$ cat src/rtl/connect4_pkg.sv
// Shared encodings for the 4x4 Connect4 game: game states, winner codes,
// turn phases, board size and player encoding.
package connect4_pkg;

  localparam int CELLS_NUMBER = 16;
  localparam int MOVE_COUNT_W = 5;

  localparam logic PLAYER_1 = 1'b0;
  localparam logic PLAYER_2 = 1'b1;

  typedef enum logic [1:0] {
    GAME_INIT = 2'b00,
    P1_TURN   = 2'b01,
    P2_TURN   = 2'b10,
    END_GAME  = 2'b11
  } game_state_e;

  typedef enum logic [1:0] {
    WINNER_NONE = 2'b00,
    WINNER_P1   = 2'b01,
    WINNER_P2   = 2'b10,
    WINNER_DRAW = 2'b11
  } winner_e;

  typedef enum logic [1:0] {
    WAIT_MOVE  = 2'b00,
    WAIT_DROP  = 2'b01,
    WAIT_CHECK = 2'b10
  } turn_phase_e;

  function automatic game_state_e other_turn(input game_state_e s);
    return (s == P1_TURN) ? P2_TURN : P1_TURN;
  endfunction

  function automatic winner_e winner_for(input logic player);
    return (player == PLAYER_2) ? WINNER_P2 : WINNER_P1;
  endfunction

  // Saturating increment: the count never passes the board size.
  function automatic logic [MOVE_COUNT_W-1:0] move_count_inc(
      input logic [MOVE_COUNT_W-1:0] cnt,
      input logic [MOVE_COUNT_W-1:0] limit);
    return (cnt >= limit) ? cnt : cnt + MOVE_COUNT_W'(1);
  endfunction

endpackage

$ cat src/rtl/turn_controller_if.sv
// Player request, board drop and win-check handshakes plus game status.
// The controller uses the master modport; the surrounding system uses slave.
interface turn_controller_if;

  logic       start;
  logic       p1_valid;
  logic [1:0] p1_column;
  logic       p2_valid;
  logic [1:0] p2_column;

  logic       drop_req;
  logic [1:0] drop_column;
  logic       drop_player;
  logic       drop_ack;
  logic       drop_invalid;

  logic       check_req;
  logic       check_done;
  logic       check_win;

  logic [1:0] state;
  logic [1:0] winner;
  logic [4:0] move_count;
  logic       invalid_move;
  logic       turn_timeout;

  modport master (
    input  start, p1_valid, p1_column, p2_valid, p2_column,
    input  drop_ack, drop_invalid, check_done, check_win,
    output drop_req, drop_column, drop_player, check_req,
    output state, winner, move_count, invalid_move, turn_timeout
  );

  modport slave (
    output start, p1_valid, p1_column, p2_valid, p2_column,
    output drop_ack, drop_invalid, check_done, check_win,
    input  drop_req, drop_column, drop_player, check_req,
    input  state, winner, move_count, invalid_move, turn_timeout
  );

endinterface

$ cat src/rtl/turn_timer.sv
// Per-turn timeout: loadable down-counter that flags expiry when it is
// enabled while already at zero.
module turn_timer #(
  parameter int TIMEOUT_CYCLES = 1000
) (
  input  logic clk,
  input  logic reset,
  input  logic clear_i,
  input  logic load_i,
  input  logic en_i,
  output logic expire_o
);

  localparam int CNT_W = (TIMEOUT_CYCLES > 1) ? $clog2(TIMEOUT_CYCLES) : 1;
  localparam logic [CNT_W-1:0] LOAD_VAL = CNT_W'(TIMEOUT_CYCLES - 1);

  logic [CNT_W-1:0] count_q;
  logic [CNT_W-1:0] count_d;

  // Load wins over clear so a turn can start in the same cycle idle ends.
  always_comb begin
    count_d = count_q;
    if (load_i) begin
      count_d = LOAD_VAL;
    end else if (clear_i) begin
      count_d = '0;
    end else if (en_i && (count_q != '0)) begin
      count_d = count_q - CNT_W'(1);
    end
  end

  always_ff @(posedge clk or posedge reset) begin
    if (reset) begin
      count_q <= '0;
    end else begin
      count_q <= count_d;
    end
  end

  assign expire_o = en_i && (count_q == '0);

endmodule

$ cat src/rtl/turn_controller.sv
// Connect4 game sequencer: arbitrates player requests, drives the board drop
// and win-check handshakes, counts moves and enforces the per-turn timeout.
module turn_controller #(
  parameter int TIMEOUT_CYCLES = 1000,
  parameter int CELLS_NUMBER   = connect4_pkg::CELLS_NUMBER
) (
  input  logic              clk,
  input  logic              reset,
  turn_controller_if.master bus
);

  import connect4_pkg::*;

  localparam logic [MOVE_COUNT_W-1:0] CELLS_LIMIT = MOVE_COUNT_W'(CELLS_NUMBER);

  game_state_e              state_q, state_d;
  turn_phase_e              phase_q, phase_d;
  winner_e                  winner_q, winner_d;
  logic [MOVE_COUNT_W-1:0]  move_count_q, move_count_d;
  logic [1:0]               column_q, column_d;
  logic                     player_q, player_d;
  logic                     drop_req_q, drop_req_d;
  logic                     check_req_q, check_req_d;
  logic                     invalid_move_q, invalid_move_d;
  logic                     turn_timeout_q, turn_timeout_d;

  logic                     in_turn;
  logic                     cur_player;
  logic                     req_valid;
  logic [1:0]               req_column;
  logic                     timer_clear;
  logic                     timer_load;
  logic                     timer_en;
  logic                     timer_expire;

  // Only the player whose turn it is can be heard; the other side is masked.
  assign in_turn    = (state_q == P1_TURN) || (state_q == P2_TURN);
  assign cur_player = (state_q == P2_TURN) ? PLAYER_2 : PLAYER_1;
  assign req_valid  = (cur_player == PLAYER_2) ? bus.p2_valid  : bus.p1_valid;
  assign req_column = (cur_player == PLAYER_2) ? bus.p2_column : bus.p1_column;

  assign timer_clear = !in_turn;
  assign timer_en    = in_turn && (phase_q == WAIT_MOVE) && !req_valid;

  turn_timer #(
    .TIMEOUT_CYCLES(TIMEOUT_CYCLES)
  ) u_turn_timer (
    .clk      (clk),
    .reset    (reset),
    .clear_i  (timer_clear),
    .load_i   (timer_load),
    .en_i     (timer_en),
    .expire_o (timer_expire)
  );

  always_comb begin
    state_d        = state_q;
    phase_d        = phase_q;
    winner_d       = winner_q;
    move_count_d   = move_count_q;
    column_d       = column_q;
    player_d       = player_q;
    drop_req_d     = drop_req_q;
    check_req_d    = check_req_q;
    invalid_move_d = 1'b0;
    turn_timeout_d = 1'b0;
    timer_load     = 1'b0;

    case (state_q)
      GAME_INIT: begin
        move_count_d = '0;
        winner_d     = WINNER_NONE;
        phase_d      = WAIT_MOVE;
        if (bus.start) begin
          state_d    = P1_TURN;
          timer_load = 1'b1;
        end
      end

      // Results stay visible until start returns the game to GAME_INIT.
      END_GAME: begin
        phase_d = WAIT_MOVE;
        if (bus.start) begin
          state_d      = GAME_INIT;
          move_count_d = '0;
          winner_d     = WINNER_NONE;
        end
      end

      P1_TURN, P2_TURN: begin
        case (phase_q)
          WAIT_MOVE: begin
            if (req_valid) begin
              column_d   = req_column;
              player_d   = cur_player;
              drop_req_d = 1'b1;
              phase_d    = WAIT_DROP;
            end else if (timer_expire) begin
              turn_timeout_d = 1'b1;
              state_d        = other_turn(state_q);
              timer_load     = 1'b1;
            end
          end

          WAIT_DROP: begin
            if (bus.drop_ack) begin
              drop_req_d = 1'b0;
              if (bus.drop_invalid) begin
                invalid_move_d = 1'b1;
                phase_d        = WAIT_MOVE;
                timer_load     = 1'b1;
              end else begin
                move_count_d = move_count_inc(move_count_q, CELLS_LIMIT);
                check_req_d  = 1'b1;
                phase_d      = WAIT_CHECK;
              end
            end
          end

          WAIT_CHECK: begin
            if (bus.check_done) begin
              check_req_d = 1'b0;
              phase_d     = WAIT_MOVE;
              if (bus.check_win) begin
                winner_d = winner_for(player_q);
                state_d  = END_GAME;
              end else if (move_count_q == CELLS_LIMIT) begin
                winner_d = WINNER_DRAW;
                state_d  = END_GAME;
              end else begin
                state_d    = other_turn(state_q);
                timer_load = 1'b1;
              end
            end
          end

          default: begin
            phase_d = WAIT_MOVE;
          end
        endcase
      end
    endcase
  end

  always_ff @(posedge clk or posedge reset) begin
    if (reset) begin
      state_q        <= GAME_INIT;
      phase_q        <= WAIT_MOVE;
      winner_q       <= WINNER_NONE;
      move_count_q   <= '0;
      column_q       <= '0;
      player_q       <= PLAYER_1;
      drop_req_q     <= 1'b0;
      check_req_q    <= 1'b0;
      invalid_move_q <= 1'b0;
      turn_timeout_q <= 1'b0;
    end else begin
      state_q        <= state_d;
      phase_q        <= phase_d;
      winner_q       <= winner_d;
      move_count_q   <= move_count_d;
      column_q       <= column_d;
      player_q       <= player_d;
      drop_req_q     <= drop_req_d;
      check_req_q    <= check_req_d;
      invalid_move_q <= invalid_move_d;
      turn_timeout_q <= turn_timeout_d;
    end
  end

  assign bus.state        = state_q;
  assign bus.winner       = winner_q;
  assign bus.move_count   = move_count_q;
  assign bus.drop_req     = drop_req_q;
  assign bus.drop_column  = column_q;
  assign bus.drop_player  = player_q;
  assign bus.check_req    = check_req_q;
  assign bus.invalid_move = invalid_move_q;
  assign bus.turn_timeout = turn_timeout_q;

endmodule

$ cat src/flat_wrapper.sv
// flat-port wrapper written by rule: the top's interface ports become plain ports
module turn_controller_flat import connect4_pkg::*;
#(
  parameter int TIMEOUT_CYCLES = 1000,
  parameter int CELLS_NUMBER   = connect4_pkg::CELLS_NUMBER
)
  (clk, reset, bus_start, bus_p1_valid, bus_p1_column, bus_p2_valid, bus_p2_column, bus_drop_ack, bus_drop_invalid, bus_check_done, bus_check_win, bus_drop_req, bus_drop_column, bus_drop_player, bus_check_req, bus_state, bus_winner, bus_move_count, bus_invalid_move, bus_turn_timeout);
  turn_controller_if bus_i ();
  input  logic clk;
  input  logic reset;
  input wire logic [$bits(bus_i.start)-1:0] bus_start;
  input wire logic [$bits(bus_i.p1_valid)-1:0] bus_p1_valid;
  input wire logic [$bits(bus_i.p1_column)-1:0] bus_p1_column;
  input wire logic [$bits(bus_i.p2_valid)-1:0] bus_p2_valid;
  input wire logic [$bits(bus_i.p2_column)-1:0] bus_p2_column;
  input wire logic [$bits(bus_i.drop_ack)-1:0] bus_drop_ack;
  input wire logic [$bits(bus_i.drop_invalid)-1:0] bus_drop_invalid;
  input wire logic [$bits(bus_i.check_done)-1:0] bus_check_done;
  input wire logic [$bits(bus_i.check_win)-1:0] bus_check_win;
  output wire logic [$bits(bus_i.drop_req)-1:0] bus_drop_req;
  output wire logic [$bits(bus_i.drop_column)-1:0] bus_drop_column;
  output wire logic [$bits(bus_i.drop_player)-1:0] bus_drop_player;
  output wire logic [$bits(bus_i.check_req)-1:0] bus_check_req;
  output wire logic [$bits(bus_i.state)-1:0] bus_state;
  output wire logic [$bits(bus_i.winner)-1:0] bus_winner;
  output wire logic [$bits(bus_i.move_count)-1:0] bus_move_count;
  output wire logic [$bits(bus_i.invalid_move)-1:0] bus_invalid_move;
  output wire logic [$bits(bus_i.turn_timeout)-1:0] bus_turn_timeout;
  assign bus_i.start = bus_start;
  assign bus_i.p1_valid = bus_p1_valid;
  assign bus_i.p1_column = bus_p1_column;
  assign bus_i.p2_valid = bus_p2_valid;
  assign bus_i.p2_column = bus_p2_column;
  assign bus_i.drop_ack = bus_drop_ack;
  assign bus_i.drop_invalid = bus_drop_invalid;
  assign bus_i.check_done = bus_check_done;
  assign bus_i.check_win = bus_check_win;
  assign bus_drop_req = bus_i.drop_req;
  assign bus_drop_column = bus_i.drop_column;
  assign bus_drop_player = bus_i.drop_player;
  assign bus_check_req = bus_i.check_req;
  assign bus_state = bus_i.state;
  assign bus_winner = bus_i.winner;
  assign bus_move_count = bus_i.move_count;
  assign bus_invalid_move = bus_i.invalid_move;
  assign bus_turn_timeout = bus_i.turn_timeout;
  turn_controller #(.TIMEOUT_CYCLES(TIMEOUT_CYCLES), .CELLS_NUMBER(CELLS_NUMBER)) u_core (.clk(clk), .reset(reset), .bus(bus_i));
endmodule
$ cat config.mk
export PLATFORM = sky130hd
export DESIGN_NAME = turn_controller_flat
export DESIGN_NICKNAME = d
export VERILOG_FILES = /design/src/rtl/connect4_pkg.sv /design/src/rtl/turn_controller_if.sv /design/src/rtl/turn_timer.sv /design/src/rtl/turn_controller.sv /design/src/flat_wrapper.sv
export SDC_FILE = /design/constraint.sdc
export NUM_CORES = 1
export LEC_CHECK = 0
export BUFFER_PORTS_ARGS = -buffer_cell sky130_fd_sc_hd__buf_2
export CAP_MARGIN = 15
export CELL_PAD_IN_SITES_DETAIL_PLACEMENT = 1
export CELL_PAD_IN_SITES_GLOBAL_PLACEMENT = 2
export CORE_AREA = 2 2 75 77
export DETAILED_ROUTE_END_ITERATION = 6
export DIE_AREA = 0 0 77 79
export HOLD_SLACK_MARGIN = 0.03
export PLACE_DENSITY_LB_ADDON = 0.25
export SYNTH_ARGS = -nofsm -noshare
export SYNTH_HDL_FRONTEND = slang
export SYNTH_SLANG_ARGS = --single-unit
$ cat constraint.sdc
create_clock -name clk -period 2.43 [get_ports clk]
set_input_delay 0.243 -clock clk [delete_from_list [all_inputs] [get_ports clk]]
set_output_delay 0.243 -clock clk [all_outputs]
set_load 0.02 [all_outputs]
==> results.sh <==
export IMPL_setup_viol=0
export IMPL_p_leak_uw=0.000942
export IMPL_avgSynthCellArea_um2=9.47
export IMPL_rr_worst_depth=7
export IMPL_fin_skew_ns=0.00416
export IMPL_clkLatencyLatePin_ns=0.28
export IMPL_synth_cells=181
export IMPL_htree_num_levels=1
export IMPL_cap_violations=0
export IMPL_clockRootBuffer="clkbuf_8"
export IMPL_nNetsFinal=240
export IMPL_yosysSeqAreaShare=0.409
export IMPL_path_class="reg -> reg"
export IMPL_place_port_buffers=28
export IMPL_yosysUniqueCellTypes=47
export IMPL_syn_area_mm2=0.00171
export IMPL_fin_crit_ns=2.34
export IMPL_start_util=0.321
export IMPL_whs_ns=0.0237
export IMPL_clock_path_buffers=2
export IMPL_area_growth_pct=22.0
export IMPL_hpwl_um=3570
export IMPL_core_area_mm2=0.00534
export IMPL_ys_ff_latch=28
export IMPL_die_h_um=79
export IMPL_async_flop_share=1.00
export IMPL_synth_ff_type="dfrtp_1"
export IMPL_reg2reg_slack_ns=0.09
export IMPL_num_rows=27
export IMPL_cp_top_family="simple AND/OR/NAND/NOR gates"
export IMPL_worstPathRequired_ns=2.58
export IMPL_num_antenna_cells=0
export IMPL_gp_congestion=0.786
export IMPL_antenna_found_initial=0
export IMPL_worst_path_buf_inv=1
export IMPL_cp_start_kind="flop"
export IMPL_cts_buffers=3
export IMPL_preCtsSetupSlack_ns=0.00368
export IMPL_first_global_vias=1662
export IMPL_crit_arrival_ns=2.48
export IMPL_routedWlPerCell_um=16.4
export IMPL_finalHoldViolCount=0
export IMPL_max_stage_delay_ns=0.55
export IMPL_yosysWarnings=0
export IMPL_die_w_um=77
export IMPL_ios=29
export IMPL_grt_total_usage=0.166
export IMPL_die_area_mm2=0.00608
export IMPL_vias=1508
export IMPL_drive_above_1_share=0.289
export IMPL_ant_nets=0
export IMPL_cts_tree="built"
export IMPL_cts_sinks=28
export IMPL_routed_wl_um=4750
export IMPL_ir_drop_mv=0.424
export IMPL_hold_class="in -> async"
export IMPL_fin_util=0.392
export IMPL_path_cells="buf_4 > ha_1 > mux2_2 > or4_4 > and2_1 > nor4_2 > o21ai_1"
export IMPL_status="complete, no violations"
export IMPL_worstReg2RegStart="u_core.bus.state[1]"
export IMPL_r2r_end="u_core.u_turn_timer.count_q[7]"
export IMPL_slew_headroom=0.630
export IMPL_path_clk_slew_ns=0.10
export IMPL_power_density_mw_per_mm2=1260
export IMPL_drtIter0Drc=46
export IMPL_first_pass_iters=4
export IMPL_syn_nets=202
export IMPL_grt_ovfl_total=0
export IMPL_finalWorstSetupSlack_ns=0.0936
export IMPL_grt_pass1_wl_um=8200
export IMPL_post_route_period_util=0.961
export IMPL_path_max_fanout=4
export IMPL_viasPerCell=5.20
export IMPL_fmax_mhz=428
export IMPL_synth_edf_count=0
export IMPL_slew_viol_final=0
export IMPL_slowest_stage="or4_4"
export IMPL_grt_max_degree=29
export IMPL_drc=0
export IMPL_cp_end_kind="flop"
export IMPL_worst_pin_slew_ns=0.553
cell type report:
cell class                      count  area [um^2]
Clock buffer                        4         55.1
Fill cell                         658         3250
Inverter                           10         37.5
Multi-Input combinational cell    136          978
Sequential cell                    28          701
Tap cell                           72         90.1
Timing Repair Buffer               40          230
Yosys cell counts, types with 2 or more instances:
library cell | instances | area share
o21ai_1 | 6 | 0.018
nor3_1 | 6 | 0.018
nor4_1 | 4 | 0.015
xor2_1 | 4 | 0.020
and4_1 | 2 | 0.010
nor2b_1 | 2 | 0.0073
a21oi_1 | 13 | 0.038
and2_1 | 3 | 0.011
xnor2_1 | 5 | 0.026
inv_1 | 10 | 0.022
o21ai_0 | 4 | 0.012
or4_4 | 2 | 0.013
nand2b_1 | 2 | 0.0073
nor4bb_1 | 2 | 0.012
clkbuf_1 | 6 | 0.013
nand2_1 | 11 | 0.024
nor3b_2 | 2 | 0.015
mux2_1 | 2 | 0.013
dfrtp_1 | 28 | 0.41
or3b_1 | 2 | 0.010
mux2i_1 | 5 | 0.029
nor2_1 | 23 | 0.050
ha_1 | 8 | 0.058
a31oi_1 | 6 | 0.022
power breakdown:
| part | switching (uW) | internal (uW) | leakage [uW] | total, uW |
|---|---|---|---|---|
| clock network | 157 | 145 | 0.0000288 | 302 |
| logic | 892 | 659 | 0.000552 | 1550 |
| registers | 166 | 618 | 0.000362 | 784 |
| total | 1210 | 1420 | 0.000942 | 2640 |
how the worst max path moves through the flow:
| stage | end | from | depth (start not counted) |
|---|---|---|---|
| 2_1_floorplan | u_core.u_turn_timer.count_q[7] | u_core.bus.state[0] | 7 |
| 3_3_place_gp | u_core.u_turn_timer.count_q[7] | u_core.bus.state[0] | 7 |
| 3_5_place_dp | u_core.u_turn_timer.count_q[7] | u_core.bus.state[0] | 7 |
| 4_1_cts | u_core.u_turn_timer.count_q[6] | u_core.bus.state[1] | 8 |
| 5_1_grt | u_core.u_turn_timer.count_q[3] | u_core.bus.state[1] | 8 |
| 6_report | u_core.u_turn_timer.count_q[7] | u_core.bus.state[1] | 7 |
sequential cells by signal, summed over array words and instances, names as in the netlist:
register and count:
u_core.u_turn_timer.count_q 10, u_core.bus.move_count 5, u_core.bus.drop_column 2, u_core.bus.state 2, u_core.bus.winner 2, u_core.phase_q 2
u_core.bus.check_req 1, u_core.bus.drop_player 1, u_core.bus.drop_req 1, u_core.bus.invalid_move 1, u_core.bus.turn_timeout 1
cell usage in the layout (no fill, tap or decap), types with 3 or more instances in the layout:
| master | instances |
|---|---|
| and2_1 | 3 |
| mux2i_1 | 4 |
| xor2_1 | 4 |
| xnor2_1 | 5 |
| clkbuf_8 | 4 |
| ha_1 | 7 |
| o21ai_1 | 6 |
| inv_1 | 8 |
| buf_2 | 28 |
| nand2_1 | 10 |
| o21ai_0 | 4 |
| a31oi_1 | 6 |
| a21oi_1 | 13 |
| nor3_1 | 6 |
| nor2_1 | 22 |
| buf_4 | 12 |
| dfrtp_1 | 28 |
worst min-delay path, delay by kind of cell:
kind / cells / cell delay, ns
buffers and inverters: 3 / 0.49
metrics by stage:
step	setup TNS [ns]	area [um^2]	total power [uW]	instances
detailed placement	0	1990	2270	285
CTS	0	2050	2600	289
global route	-0.00902	2090	2880	290
finish	0	2090	2640	290
floorplan	0	1710	1800	181
global placement	0	1990	2200	285
kinds of logic after synthesis:
logic type               after synthesis  share of synthesized area
AO/OA/AOI/OAI                         39                      0.139
adder cells (fa/ha/maj)                8                     0.0584
multiplexers                           7                     0.0423
AND/OR/NAND/NOR                       73                      0.264
flip-flops                            28                      0.409
buffers and inverters                 17                     0.0416
XOR/XNOR                               9                     0.0460
routing by layer:
metal  GRT usage  wire length (um)  vias to the layer above
met3      0.0205               119                        9
met4      0.0482                64                        0
met1       0.215              2130                      752
met2       0.293              2440                       23
met5           0                 0                        -
li1            -                 -                      724
timing repair:
action	CTS	global route
buffers inserted	0	1
pin swaps	0	2
gates resized for setup	1	9
endpoints found under the setup margin	1	9
hold buffers	0	0
Note: power is estimated with default switching activity, not from simulation.
